**src/rtl/noc_pkg.sv**
```systemverilog
// Shared NoC definitions: port numbering, route mask type and the
// minimal-path route computation used by every input buffer.
package noc_pkg;

  localparam int NUM_PORTS  = 7;
  localparam int PORT_WEST  = 0;
  localparam int PORT_NORTH = 1;
  localparam int PORT_EAST  = 2;
  localparam int PORT_SOUTH = 3;
  localparam int PORT_UP    = 4;
  localparam int PORT_DOWN  = 5;
  localparam int PORT_LOCAL = 6;

  // Coordinates are zero-extended to this width so one function serves any
  // COORD_WIDTH up to 16 without changing the unsigned ordering.
  localparam int MAX_COORD_WIDTH = 16;

  typedef logic [NUM_PORTS-1:0]       port_mask_t;
  typedef logic [MAX_COORD_WIDTH-1:0] coord_t;

  typedef struct packed {
    coord_t z;
    coord_t y;
    coord_t x;
  } mesh_pos_t;

  function automatic port_mask_t compute_route(input mesh_pos_t dest, input mesh_pos_t here);
    port_mask_t mask;
    mask             = '0;
    mask[PORT_EAST]  = dest.x > here.x;
    mask[PORT_WEST]  = dest.x < here.x;
    mask[PORT_NORTH] = dest.y > here.y;
    mask[PORT_SOUTH] = dest.y < here.y;
    mask[PORT_UP]    = dest.z > here.z;
    mask[PORT_DOWN]  = dest.z < here.z;
    mask[PORT_LOCAL] = (dest == here);
    return mask;
  endfunction

endpackage

```
**src/rtl/flit_fifo.sv**
```systemverilog
// Generic circular FIFO with occupancy count; refuses pushes when full even
// if a pop happens in the same cycle, and never bypasses input to output.
module flit_fifo #(
  parameter  int WIDTH = 8,
  parameter  int DEPTH = 4,
  localparam int PW    = $clog2(DEPTH),
  localparam int CW    = PW + 1
) (
  input  logic             clk,
  input  logic             reset,
  input  logic             push,
  input  logic [WIDTH-1:0] push_data,
  input  logic             pop,
  output logic [WIDTH-1:0] pop_data,
  output logic             full,
  output logic             empty,
  output logic [CW-1:0]    count
);

  logic [WIDTH-1:0] mem [DEPTH];
  logic [PW-1:0]    wr_ptr;
  logic [PW-1:0]    rd_ptr;
  logic             do_push;
  logic             do_pop;

  assign full    = (count == CW'(DEPTH));
  assign empty   = (count == '0);
  assign do_push = push && !full;
  assign do_pop  = pop && !empty;

  // NOTE: sequential state uses non-blocking assignments so every register
  // samples pre-edge values regardless of statement order.
  always_ff @(posedge clk) begin
    if (!reset) begin
      wr_ptr <= '0;
      rd_ptr <= '0;
      count  <= '0;
    end else begin
      if (do_push) wr_ptr <= wr_ptr + PW'(1);
      if (do_pop)  rd_ptr <= rd_ptr + PW'(1);
      unique case ({do_push, do_pop})
        2'b10:   count <= count + CW'(1);
        2'b01:   count <= count - CW'(1);
        default: ;
      endcase
    end
  end

  // NOTE: storage is deliberately not reset; empty/count already mask stale
  // entries, and leaving it out keeps the array mappable to plain RAM.
  always_ff @(posedge clk) begin
    if (do_push) mem[wr_ptr] <= push_data;
  end

  assign pop_data = mem[rd_ptr];

endmodule

```
**src/rtl/router_input_buffer.sv**
```systemverilog
// Per-direction router input stage: buffers link flits and attaches the
// minimal-path candidate port mask, computed once when the flit enqueues.
module router_input_buffer
  import noc_pkg::*;
#(
  parameter  int HEADER_WIDTH = 32,
  parameter  int DATA_WIDTH   = 32,
  parameter  int DEPTH        = 4,
  parameter  int COORD_WIDTH  = 4,
  localparam int FLIT_WIDTH   = HEADER_WIDTH + DATA_WIDTH,
  localparam int CNT_WIDTH    = $clog2(DEPTH) + 1
) (
  input  logic                   clk,
  input  logic                   reset,
  input  logic [COORD_WIDTH-1:0] local_x,
  input  logic [COORD_WIDTH-1:0] local_y,
  input  logic [COORD_WIDTH-1:0] local_z,
  input  logic [FLIT_WIDTH-1:0]  din,
  input  logic                   din_valid,
  output logic                   ready,
  output logic [FLIT_WIDTH-1:0]  dout,
  output logic                   dout_valid,
  output logic [NUM_PORTS-1:0]   dout_route,
  input  logic                   dout_ready,
  output logic [CNT_WIDTH-1:0]   count
);

  localparam int WORD_WIDTH = FLIT_WIDTH + NUM_PORTS;

  mesh_pos_t                 dest_pos;
  mesh_pos_t                 here_pos;
  port_mask_t                din_route;
  logic                      rst_done;
  logic                      fifo_full;
  logic                      fifo_empty;
  logic [WORD_WIDTH-1:0]     head_word;

  // The header occupies the top HEADER_WIDTH bits, so its LSB sits at DATA_WIDTH.
  assign dest_pos.x = MAX_COORD_WIDTH'(din[DATA_WIDTH                 +: COORD_WIDTH]);
  assign dest_pos.y = MAX_COORD_WIDTH'(din[DATA_WIDTH + COORD_WIDTH   +: COORD_WIDTH]);
  assign dest_pos.z = MAX_COORD_WIDTH'(din[DATA_WIDTH + 2*COORD_WIDTH +: COORD_WIDTH]);
  assign here_pos.x = MAX_COORD_WIDTH'(local_x);
  assign here_pos.y = MAX_COORD_WIDTH'(local_y);
  assign here_pos.z = MAX_COORD_WIDTH'(local_z);
  assign din_route  = compute_route(dest_pos, here_pos);

  // Holds ready low through reset and releases it one edge after reset lifts.
  always_ff @(posedge clk) begin
    if (!reset) rst_done <= 1'b0;
    else        rst_done <= 1'b1;
  end

  assign ready = rst_done && !fifo_full;

  flit_fifo #(
    .WIDTH (WORD_WIDTH),
    .DEPTH (DEPTH)
  ) u_fifo (
    .clk       (clk),
    .reset     (reset),
    .push      (din_valid && ready),
    .push_data ({din, din_route}),
    .pop       (dout_valid && dout_ready),
    .pop_data  (head_word),
    .full      (fifo_full),
    .empty     (fifo_empty),
    .count     (count)
  );

  assign dout_valid = !fifo_empty;
  assign dout       = head_word[WORD_WIDTH-1 -: FLIT_WIDTH];
  assign dout_route = head_word[NUM_PORTS-1:0];

endmodule

```
**config.mk**
```make
export PLATFORM = sky130hd
export DESIGN_NAME = router_input_buffer
export DESIGN_NICKNAME = d
export VERILOG_FILES = /design/src/rtl/noc_pkg.sv /design/src/rtl/flit_fifo.sv /design/src/rtl/router_input_buffer.sv
export SDC_FILE = /design/constraint.sdc
export NUM_CORES = 1
export LEC_CHECK = 0
export BUFFER_PORTS_ARGS = -buffer_cell sky130_fd_sc_hd__buf_4
export CORE_AREA = 2 2 196 198
export CTS_BUF_LIST = sky130_fd_sc_hd__clkbuf_4 sky130_fd_sc_hd__clkbuf_8
export DETAILED_ROUTE_END_ITERATION = 7
export DIE_AREA = 0 0 198 200
export PLACE_DENSITY = 0.53
export SLEW_MARGIN = 20
export SYNTH_ARGS = -nofsm -noshare
export SYNTH_HDL_FRONTEND = slang
export SYNTH_SLANG_ARGS = --single-unit
```
**constraint.sdc**
```tcl
create_clock -name clk -period 6.75 [get_ports clk]
set_input_delay 1.35 -clock clk [delete_from_list [all_inputs] [get_ports clk]]
set_output_delay 1.35 -clock clk [all_outputs]
set_load 0.005 [all_outputs]
```
# Yosys cells after proc, flatten, opt, wreduce, memory -nomap -nowiden
# Memory sizes are Yosys's and may differ from the RTL's. A register that Yosys moved wholly into a read port is not among the register bits.
# Cells that the tools add are included.
[totals] ramBits=284 in_bits=80 ff_bits=8 word_cells=34 n_memories=1 out_inout_bits=76
[mem_list] name="u_fifo.mem" depth=4 width=71 read_ports=1 rd_ports_with_merged_regs=1 wr=1 line_no="flit_fifo.sv:20" text="logic [WIDTH-1:0] mem [DEPTH];"
[op_classes] order_cmp=6 addsub=4 n_reduce_logical=9 n_eq_ne=4 muxes=6
[ops] operator="equality test 12 bit" count=1
[ops] operator="> comparator 4 bit" count=3
[ops] operator="less-than comparator 4 bit" count=3
[ops] operator="one-hot mux 3 bit (2 select lines)" count=1
[ops] operator="logical AND 1 bit" count=5
[ops] operator="adder 2 x 1 -> 2 bit, second input constant" count=2
[ops] operator="two-way mux 2 bit" count=2
[ops] operator="adder 3 x 1 -> 3 bit, second input constant" count=1
[ops] operator="equality test 3 bit, second input constant" count=1
[ops] operator="zero test 3 bit" count=1
[ops] operator="two-way mux 1 bit" count=3
[ops] operator="subtractor 3 x 1 -> 3 bit, second input constant" count=1
[ops] operator="equality test 2 x 1 -> 1 bit, second input constant" count=1
[ops] operator="equality test 2 bit, second input constant" count=1
[ops] operator="zero test 1 bit" count=2
[ops] operator="nonzero test 2 bit" count=1

# Logic depth before layout (Yosys ltp)
# Gate-level depths: netlist of run 1.
[logic_depth] depth_word=7 ltp_mapped=9 mapped_depth_nobuf=9

# Hierarchy
# From an unflattened synthesis of run 1, not the netlist that was laid out.
[unflattened] hier_cells=473 area_unflattened_um2=11220.8
[by_module_without_submodules] mod="flit_fifo" seq_area_each_um2=8708.4 area_each_um2=10819.1 n_inst=1 cells_each=425
[by_module_without_submodules] mod="router_input_buffer" seq_area_each_um2=20.0 area_each_um2=401.6 n_inst=1 cells_each=48

# Worst setup path after synthesis of run 1
# No wires, ideal clock.
[synth_timing] path_kind="input to register" start="input port din_valid" end="memory u_fifo.mem[0][0] in the netlist's numbering (enable)" t_arrival_ns=3.341 slack_ns=2.972 path_stages=3 setup_time_ns=0.437 t_required_ns=6.313 path_buffers=0 cell_sequence="nand2_1 a21oi_2 and2_1"
[synth_between] elab_chain_cells=4
[synth_rtl] item="start, declared" line_no="router_input_buffer.sv:19" text="input logic din_valid,"
[synth_rtl] item="logical AND 1 bit" line_no="router_input_buffer.sv:61" text=".push (din_valid && ready),"
[synth_rtl] item="logical AND 1 bit" line_no="flit_fifo.sv:28" text="assign do_push = push && !full;"
[synth_rtl] item="two-way mux 1 bit" line_no="flit_fifo.sv:52" text="if (do_push) mem[wr_ptr] <= push_data;"
[synth_rtl] item="two-way mux 1 bit (not written as such)" line_no="flit_fifo.sv:52"
[synth_rtl] item="end, declared" line_no="flit_fifo.sv:20"
# No other way between the ends.

==> results.toml, run 1 <==
[placed_design]
gpl.final_weighted_congestion = 0.796
dp_hpwl_um = 12900
io_buffers = 155

[critical_path]
cp-start-kind = "flop"
cp_num_buf_inv = 2
worst-setup-path-type = "flop to output pin"
cp_slowest_cell = "mux4_1"
endpoint_kind = "output pin"
crit_path_cell_trace = "buf_4, mux4_1, buf_4"
path_common_cell = "buf_4"
crit_family = "buffers and inverters"
ff2ff_path_depth = 4
rrSetupSlack_ns = 4.56
r2r_start = "u_fifo.count[0]"
crit_fanout = 24
r2r_end = "u_fifo.mem[2][18]"
critPathMaxStageDelay_ns = 0.61
cp.required_ns = 5.40
cp_data_arrival_time_ns = 2.45

[logic_synthesis]
synthDistinctLibCells = 29
netlist_area_sq_mm = 0.0111
synth_top_cell_by_area = "edfxtp_1"
ys_warn_count = 0
syn-num-nets = 566
synth.area.top_cells = "edfxtp_1 (76%), mux4_2 (14%), ha_1 (1.9%), dfxtp_1 (1.8%), buf_12 (1.3%)"
synth_edf_count = 284
ys.flop_type = "edfxtp_1"
syn_inst = 468
synth-async-reset-ratio_pct = 0
ys_seq_elements = 294
yosysSeqAreaShare_pct = 78.3
avgSynthCellArea_sq_um = 23.8
synth_top_area_share_pct = 76.5

[global_routing]
track_usage_pct = 11.2
grt_max_degree = 72
grt_pass1_vias = 5928
antenna_found_initial = 0
overflow = 0
grt_pass1_wl_um = 33100

[route]
vias = 5306
viasPerCell = 4.40
drc = 0
routed_wl_um = 21700
firstDrtPassIters = 4
dr.first_iter.drc_count = 168
final_antenna_net_count = 0
wire_per_inst_um = 18.0

[final_layout]
most-common-layout-cells = "edfxtp_1 (284), buf_4 (156), mux4_2 (70), clkbuf_8 (49), inv_1 (18)"
area_delta_synth_final_pct = 23.4
nNetsFinal = 761
final_common_cell = "edfxtp_1"
register_area_sq_mm = 0.00874
multiInputGateArea_sq_mm = 0.00217
final_util_pct = 36.8
drive_above_1_share_pct = 44.6
nFillCells = 3474
diodes = 0

[sta]
fmaxAchievable_mhz = 263
rsz0062_at_grt = "no"
worstMarginPinSlew_ns = 0.836
clock-skew-final_ns = 0.0182
setup_viol = 0
min_period_ns = 3.80
fin_crit_sh_pct = 56.3
slew_headroom_pct = 44.3
slew_violations = 0
hold_violations = 0
fin_tns_setup_ns = 0

[min_path]
min_to = "u_fifo.wr_ptr[0]"
hold_depth = 2
min_from = "u_fifo.wr_ptr[0]"
hp-class = "flop to flop"

[clocking]
clk_pin_slew_ns = 0.06
cts_buffers = 48
cts_max_level = 2
tritoncts = "yes"
post_cts_resized = 0
postCtsSetupRepairBufs = 0
clockBufferDepth = 3
root_buffer = "clkbuf_8"
hold_buffers = 0
clk_latency_ns = 0.59
cts.sinks = 294

[power_and_ir_drop]
p_int_mw = 3.38
switching_power_mw = 1.10
p_leak_nw = 4.60
pwr-share-comb_pct = 20.6
power_frac_seq_pct = 48.2
switching_share_pct = 24.5
p_per_area_mw_per_mm2 = 326
power.share.clock_pct = 31.2
finalPower_mw = 4.48
max-vdd-ir-drop_v = 0.000138

[floorplan]
die_w_um = 198
start_util_pct = 29.8
rows = 71
die_h_um = 200
core_sq_mm = 0.0374
fp.dieArea_sq_mm = 0.0396
io_pins = 156

[outcome]
outcome = "finished, final reports clean"

[job]
maxCapViolations = 0
[metal layers]
layer / vias to the layer above / GRT usage [%] / routed length [um]
li1: 2345 / - / -
met5: - / 0 / 0
met1: 2741 / 12.8 / 8680
met3: 44 / 3.85 / 1590
met2: 176 / 19.3 / 10800
met4: 0 / 4.40 / 564
[kinds of logic after synthesis]
kind of cell / count (synthesis) / synth area share (%)
flip-flops: 294 / 78.3
multiplexers: 73 / 14.6
buffers and inverters: 35 / 2.35
AND/OR/NAND/NOR: 28 / 1.40
adder cells (fa/ha/maj): 18 / 2.09
AO/OA/AOI/OAI: 16 / 0.999
XOR/XNOR: 4 / 0.314
[worst register-to-register path: stages, from the launching register on]
cell and delay [ns]:
dfxtp_1 0.47, nor2_1 0.11, a21oi_2 0.34, and2_4 0.60, buf_12 0.32
[synthesized netlist by cell type, drive strengths merged (2+ instances only)]
master / number
ha: 17
nor2b: 5
o211ai: 3
nand4: 3
nand2: 6
or3: 2
a21oi: 4
buf: 16
and2: 10
mux4: 71
inv: 18
o21ai: 2
edfxtp: 284
a21boi: 5
dfxtp: 10
xnor2: 3
mux2i: 2
[sequential cells by signal, summed over array words and instances (netlist names), named ones only]
signal / count
rst_done: 1
u_fifo.mem: 284
u_fifo.count: 3
u_fifo.rd_ptr: 2
u_fifo.wr_ptr: 2
[power by group through the flow]
stage / logic (mW) / registers [mW] / clock network [mW]
floorplan: 0.631 / 2.15 / 0
global placement: 0.844 / 2.27 / 0
detailed placement: 0.861 / 2.27 / 0
CTS: 0.865 / 2.24 / 1.46
global route: 1.01 / 2.17 / 1.53
finish: 0.922 / 2.16 / 1.40
[layout make-up]
cell class	count	area share, %
clock buffer	61	5.56
multi-input combinational	139	15.8
tap	511	4.65
sequential	294	63.5
clock inverter	21	0.719
timing repair buffer	162	9.31
inverter	18	0.491
[worst max-delay path by stage]
stage	start	to	slack [ns]	cells after the start
after global placement	flop	dout[63]	2.92	3
after detailed placement	flop	dout[63]	2.89	3
after floorplan	din_valid	u_fifo.mem[0][0]	2.97	3
final	flop	dout[63]	2.95	3
after CTS	flop	dout[63]	2.23	3
after global routing	flop	dout[63]	2.70	3
[per-stage QoR]
step	hold slack, ns	instances	instance area [sq um]	setup slack [ns]
floorplan	0.468	468	11100	2.97
global placement	0.474	1121	12800	2.92
detailed placement	0.522	1122	12800	2.89
CTS	0.530	1204	13700	2.23
global route	0.563	1206	13800	2.70
finish	0.520	1206	13800	2.95
Power figures use the tool's default switching activity.
==> run 2: changes to the inputs <==
- ABC_AREA: unset -> 1
- CORE_AREA: 2 2 196 198 -> 2 2 198 200
- DIE_AREA: 0 0 198 200 -> 0 0 200 202
- clock period: 6.75 -> 3.7 ns (I/O delays scaled with it)
==> run 2 against run 1 <==
Synthesized area grew 2.1%. Highest routed layer unchanged. Largest power group unchanged. Die area grew 2.0%. Clock skew shrank 0.0019 ns. Synthesized cell count grew 74%. Non-clock buffer count grew 9. Cell count grew 28%. Critical endpoint is now dout[23]. Sequential cell count is the same. Via count grew 33%.
==> results.toml, run 2 <==
[route]
routed_wl_um = 26900
viasPerCell = 4.56
final_antenna_net_count = 0
vias = 7056
drc = 0
dr.first_iter.drc_count = 341
wire_per_inst_um = 17.4
firstDrtPassIters = 4

[clocking]
root_buffer = "clkbuf_8"
cts_max_level = 2
hold_buffers = 0
clk_latency_ns = 0.61
cts_buffers = 50
cts.sinks = 294
postCtsSetupRepairBufs = 0
clockBufferDepth = 3
tritoncts = "yes"
post_cts_resized = 0
clk_pin_slew_ns = 0.05

[final_layout]
final_cell_count_no_fill = 1547
largest_reg_flops = 284
nNetsFinal = 1087
final_common_cell = "edfxtp_1"
most-common-layout-cells = "edfxtp_1 (284), buf_4 (170), nor2_1 (156), o21ai_0 (130), o22ai_1 (71)"
finalInstanceArea_sq_mm = 0.0141
drive_above_1_share_pct = 25.2
nFillCells = 3720
final_util_pct = 36.7
area_delta_synth_final_pct = 23.6
top_register = "u_fifo.mem"
largestRegisters = "u_fifo.mem: 284 flops, u_fifo.count: 3 flops"

[placed_design]
dp_hpwl_um = 14900
io_buffers = 155
dp.cells = 1455
place_area_sq_mm = 0.0131
gpl.final_weighted_congestion = 0.705

[floorplan]
core_sq_mm = 0.0383
rows = 72
start_util_pct = 29.7
die_w_um = 200
io_pins = 156
die_h_um = 202
fp.dieArea_sq_mm = 0.0404

[logic_synthesis]
avgSynthCellArea_sq_um = 14.0
synthDistinctLibCells = 25
synth.area.top_cells = "edfxtp_1 (75%), o21ai_0 (5.7%), nor2_1 (5.3%), o22ai_1 (3.9%), ha_1 (1.9%)"
syn_inst = 812
yosysSeqAreaShare_pct = 76.7
synth-async-reset-ratio_pct = 0
ys_seq_elements = 294
synth_top_area_share_pct = 75.0
synth_edf_count = 284
synth_most_common_cell = "edfxtp_1"
syn-num-nets = 910
synth_top_cell_by_area = "edfxtp_1"
netlist_area_sq_mm = 0.0114
ys.flop_type = "edfxtp_1"
ys_warn_count = 0
synthTopCellsByCount = "edfxtp_1 (284), nor2_1 (160), o21ai_0 (130)"

[global_routing]
antenna_found_initial = 1
track_usage_pct = 13.4
grt_pass1_wl_um = 40400
grt_pass1_vias = 6996
overflow = 0
grt_max_degree = 79

[outcome]
outcome = "finished, final reports clean"

[power_and_ir_drop]
p_per_area_mw_per_mm2 = 621
p_leak_nw = 5.03
max-vdd-ir-drop_v = 0.000292

[sta]
min_period_ns = 3.13
slew_violations = 0
slew_headroom_pct = 40.3
worst_hold_slack_ns = 0.305
setup_viol = 0
fin_crit_sh_pct = 84.5
fmaxAchievable_mhz = 320
rsz0062_at_grt = "no"
worstMarginPinSlew_ns = 0.896
hold_violations = 0
clock-skew-final_ns = 0.0163

[critical_path]
worst-setup-path-type = "flop to output pin"
cp_data_arrival_time_ns = 2.39
crit_fanout = 71
cp.required_ns = 2.96
rrSetupSlack_ns = 1.46
cp-start-kind = "flop"
endpoint_kind = "output pin"

[min_path]
hp-class = "primary input to flop"

[job]
maxCapViolations = 0
[run 2: cell types whose count changed in the layout (fill, tap and decap cells not counted), moves of 5 or more]
cell,previous run,this run
and2_1,6,1
buf_4,156,170
clkbuf_4,12,23
clkbuf_8,49,55
clkinv_2,7,0
inv_1,18,35
mux4_2,70,0
nand2_1,6,21
nor2_1,1,156
nor2b_1,5,0
o21ai_0,2,130
o21ai_1,0,15
o22ai_1,0,71
[run 2: cell type report]
| type | instances | area, sq um | share of cell area (%) |
|---|---|---|---|
| Clock inverter | 13 | 78.8 | 0.560 |
| Clock buffer | 78 | 930 | 6.61 |
| Multi-Input combinational cell | 435 | 2230 | 15.9 |
| Sequential cell | 294 | 8730 | 62.1 |
| Tap cell | 518 | 648 | 4.61 |
| Antenna cell | 1 | 2.50 | 0.0178 |
| Inverter | 37 | 144 | 1.02 |
| Timing Repair Buffer | 171 | 1300 | 9.21 |
[run 2: power breakdown]
part	internal, mW	switching, mW
logic	0.796	1.14
registers	3.83	0.0478
clock network	1.65	1.27
[run 2: logic make-up (layout without fill, tap and decap cells)]
| kind of cell | count (synthesis) | in the layout | synth area share, % |
|---|---|---|---|
| and+or+nand+nor | 188 | 188 | 6.32 |
| buffers and inverters | 83 | 299 | 3.91 |
| other | 0 | 1 | 0 |
| DFF | 294 | 294 | 76.7 |
| adders and majority gates | 18 | 18 | 2.05 |
| AOI/OAI and AO/OA | 229 | 229 | 11.0 |
[run 2: routing by layer]
metal | vias up | GRT usage [%] | routed length, um
met3 | 46 | 3.70 | 1760
met2 | 184 | 20.6 | 12300
met4 | 0 | 5.19 | 641
met5 | - | 0 | 0
met1 | 3458 | 17.9 | 12300
li1 | 3368 | - | -
[run 2: path summary, 6_finish.rpt]
path              depth (start not counted)              from               end
setup / recovery                          4              flop          dout[23]
hold / removal                            1             reset          rst_done
setup reg to reg                         12   u_fifo.count[1]   u_fifo.count[2]
hold reg to reg                           2  u_fifo.rd_ptr[0]  u_fifo.rd_ptr[0]
[run 2: critical path, stage by stage, from the launching register on]
cell and delay, ns:
dfxtp_2 0.33, buf_4 0.68, o21ai_0 0.19, o22ai_1 0.34, buf_4 0.18
[run 2: stage by stage]
step / power, mW / worst slack, ns / setup TNS, ns
finish: 8.73 / 0.575 / 0
global route: 9.23 / 0.361 / 0
global placement: 5.91 / 1.18 / 0
detailed placement: 5.93 / 1.17 / 0
floorplan: 5.00 / -0.727 / -206.42
CTS: 8.90 / 0.495 / 0
==> run 3: changes to the inputs <==
- PLACE_DENSITY: 0.53 -> 0.55
- clock period: 3.7 -> 2.7 ns (I/O delays scaled with it)
==> run 3 against run 2 <==
Critical endpoint is now dout_route[1]. Clock power increased by 32%. Power increased by 37%. Critical path depth unchanged. Count of clock-buffer cells in the layout fell by 9. Non-clock buffer count increased by 9. Register-to-register slack worse by 0.76 ns. Combinational power grew 42%. Clock skew about the same. Worst hold slack got worse by 0.18 ns. Via count hardly changed. Global-route usage shrank 0.26 points.
==> results.toml, run 3 (same netlist as run 2, synthesis figures left out) <==
[route]
vias = 7052
dr.first_iter.drc_count = 378
wire_per_inst_um = 17.1
routed_wl_um = 26600
viasPerCell = 4.53
firstDrtPassIters = 4
final_antenna_net_count = 0
drc = 0

[power_and_ir_drop]
max-vdd-ir-drop_v = 0.000410
switching_power_mw = 3.38
p_int_mw = 8.54
p_leak_nw = 5.10
p_per_area_mw_per_mm2 = 838
power.share.clock_pct = 32.3
power_frac_seq_pct = 44.7
switching_share_pct = 28.4
pwr-share-comb_pct = 23.0
finalPower_mw = 11.9

[clocking]
postCtsSetupRepairBufs = 0
cts.sinks = 294
clk_pin_slew_ns = 0.06
cts_max_level = 2
clockBufferDepth = 3
clk_latency_ns = 0.57
cts_buffers = 50
tritoncts = "yes"
root_buffer = "clkbuf_8"

[global_routing]
grt.met1_usage_pct = 17.3
use_met3_pct = 4.00
grt-busiest-layer = "met2"
grt_pass1_vias = 7089
overflow = 0
grt_pass1_wl_um = 40100
antenna_found_initial = 1
grt_max_degree = 72
track_usage_pct = 13.1
use_met2_pct = 20.6

[final_layout]
most-common-layout-cells = "edfxtp_1 (284), buf_4 (169), nor2_1 (156), o21ai_0 (130), o22ai_1 (71)"
area_delta_synth_final_pct = 25.1
nNetsFinal = 1096
diodes = 0
largest_reg_flops = 284
final_common_cell = "edfxtp_1"
drive_above_1_share_pct = 25.6
top_register = "u_fifo.mem"
largestRegisters = "u_fifo.mem: 284 flops, u_fifo.count: 3 flops"
final_util_pct = 37.2

[placed_design]
dp_hpwl_um = 15400
io_buffers = 155
gpl.final_weighted_congestion = 0.724

[sta]
slew_headroom_pct = 61.6
fin_crit_sh_pct = 94.4
setup_viol = 0
rsz0062_at_grt = "no"
hold_violations = 0
fmaxAchievable_mhz = 392
clock-skew-final_ns = 0.0160
worstMarginPinSlew_ns = 0.570
slew_violations = 0
min_period_ns = 2.55

[floorplan]
io_pins = 156
rows = 72
die_h_um = 202
die_w_um = 200
fp.dieArea_sq_mm = 0.0404
start_util_pct = 29.7
core_sq_mm = 0.0383

[job]
maxCapViolations = 0

[critical_path]
cp.required_ns = 2.16
worst-setup-path-type = "flop to output pin"
crit_fanout = 44
rrSetupSlack_ns = 0.70
cp-start-kind = "flop"
cp_data_arrival_time_ns = 2.01
endpoint_kind = "output pin"

[min_path]
hp-class = "primary input to flop"

[outcome]
outcome = "finished, final reports clean"
run 3: area by class of cell:
class,instances,area (sq um)
fill,3664,24100
inverter,37,155
sequential,294,8730
tap,518,648
timing repair buffer,180,1480
multi-input combinational,435,2230
clock buffer,69,850
clock inverter,24,130
run 3: final timing paths:
check | to | start | cells after the start
worst max register to register | u_fifo.count[2] | u_fifo.count[1] | 11
worst min-delay path | rst_done | reset | 1
worst min register to register | u_fifo.rd_ptr[0] | u_fifo.rd_ptr[0] | 2
worst max-delay path | dout_route[1] | flop | 4
run 3: layer usage:
metal | share of wire [%] | vias to the layer above | wire, um
met4 | 2.2 | 2 | 572
met2 | 46 | 200 | 12100
met1 | 45 | 3399 | 12000
met3 | 6.8 | 55 | 1820
li1 | - | 3396 | -
met5 | 0.049 | - | 13
run 3: power by group through the flow:
stage                     registers (mW)  clock network [mW]  logic (mW)
final                               5.33                3.85        2.74
after global routing                5.35                4.17        3.07
after CTS                           5.32                4.00        2.78
after detailed placement            5.41                   0        2.77
after global placement              5.41                   0        2.75
after floorplan                     5.39                   0        1.45
run 3: per-stage QoR:
step	setup TNS (ns)	instance area [sq um]	setup WS, ns	hold WS [ns]	instances
2_1_floorplan	-113.09	11400	-0.398	0.481	812
3_3_place_gp	0	13200	0.637	0.514	1464
3_5_place_dp	0	13200	0.610	0.529	1464
4_1_cts	-0.288	14200	-0.0632	0.0630	1557
5_1_grt	0	14200	0.0105	0.0790	1557
6_report	0	14200	0.150	0.130	1557
run 3: critical path: stages, from the launching register on:
cell and delay [ns]:
dfxtp_4 0.49, buf_8 0.30, o21ai_0 0.13, o22ai_1 0.33
buf_4 0.18
run 3: timing repair:
action / CTS / global route
resized for setup: 0 / 8
cloned: 0 / 0
hold buffers: 0 / 0
endpoints found under the setup margin: 12 / 40
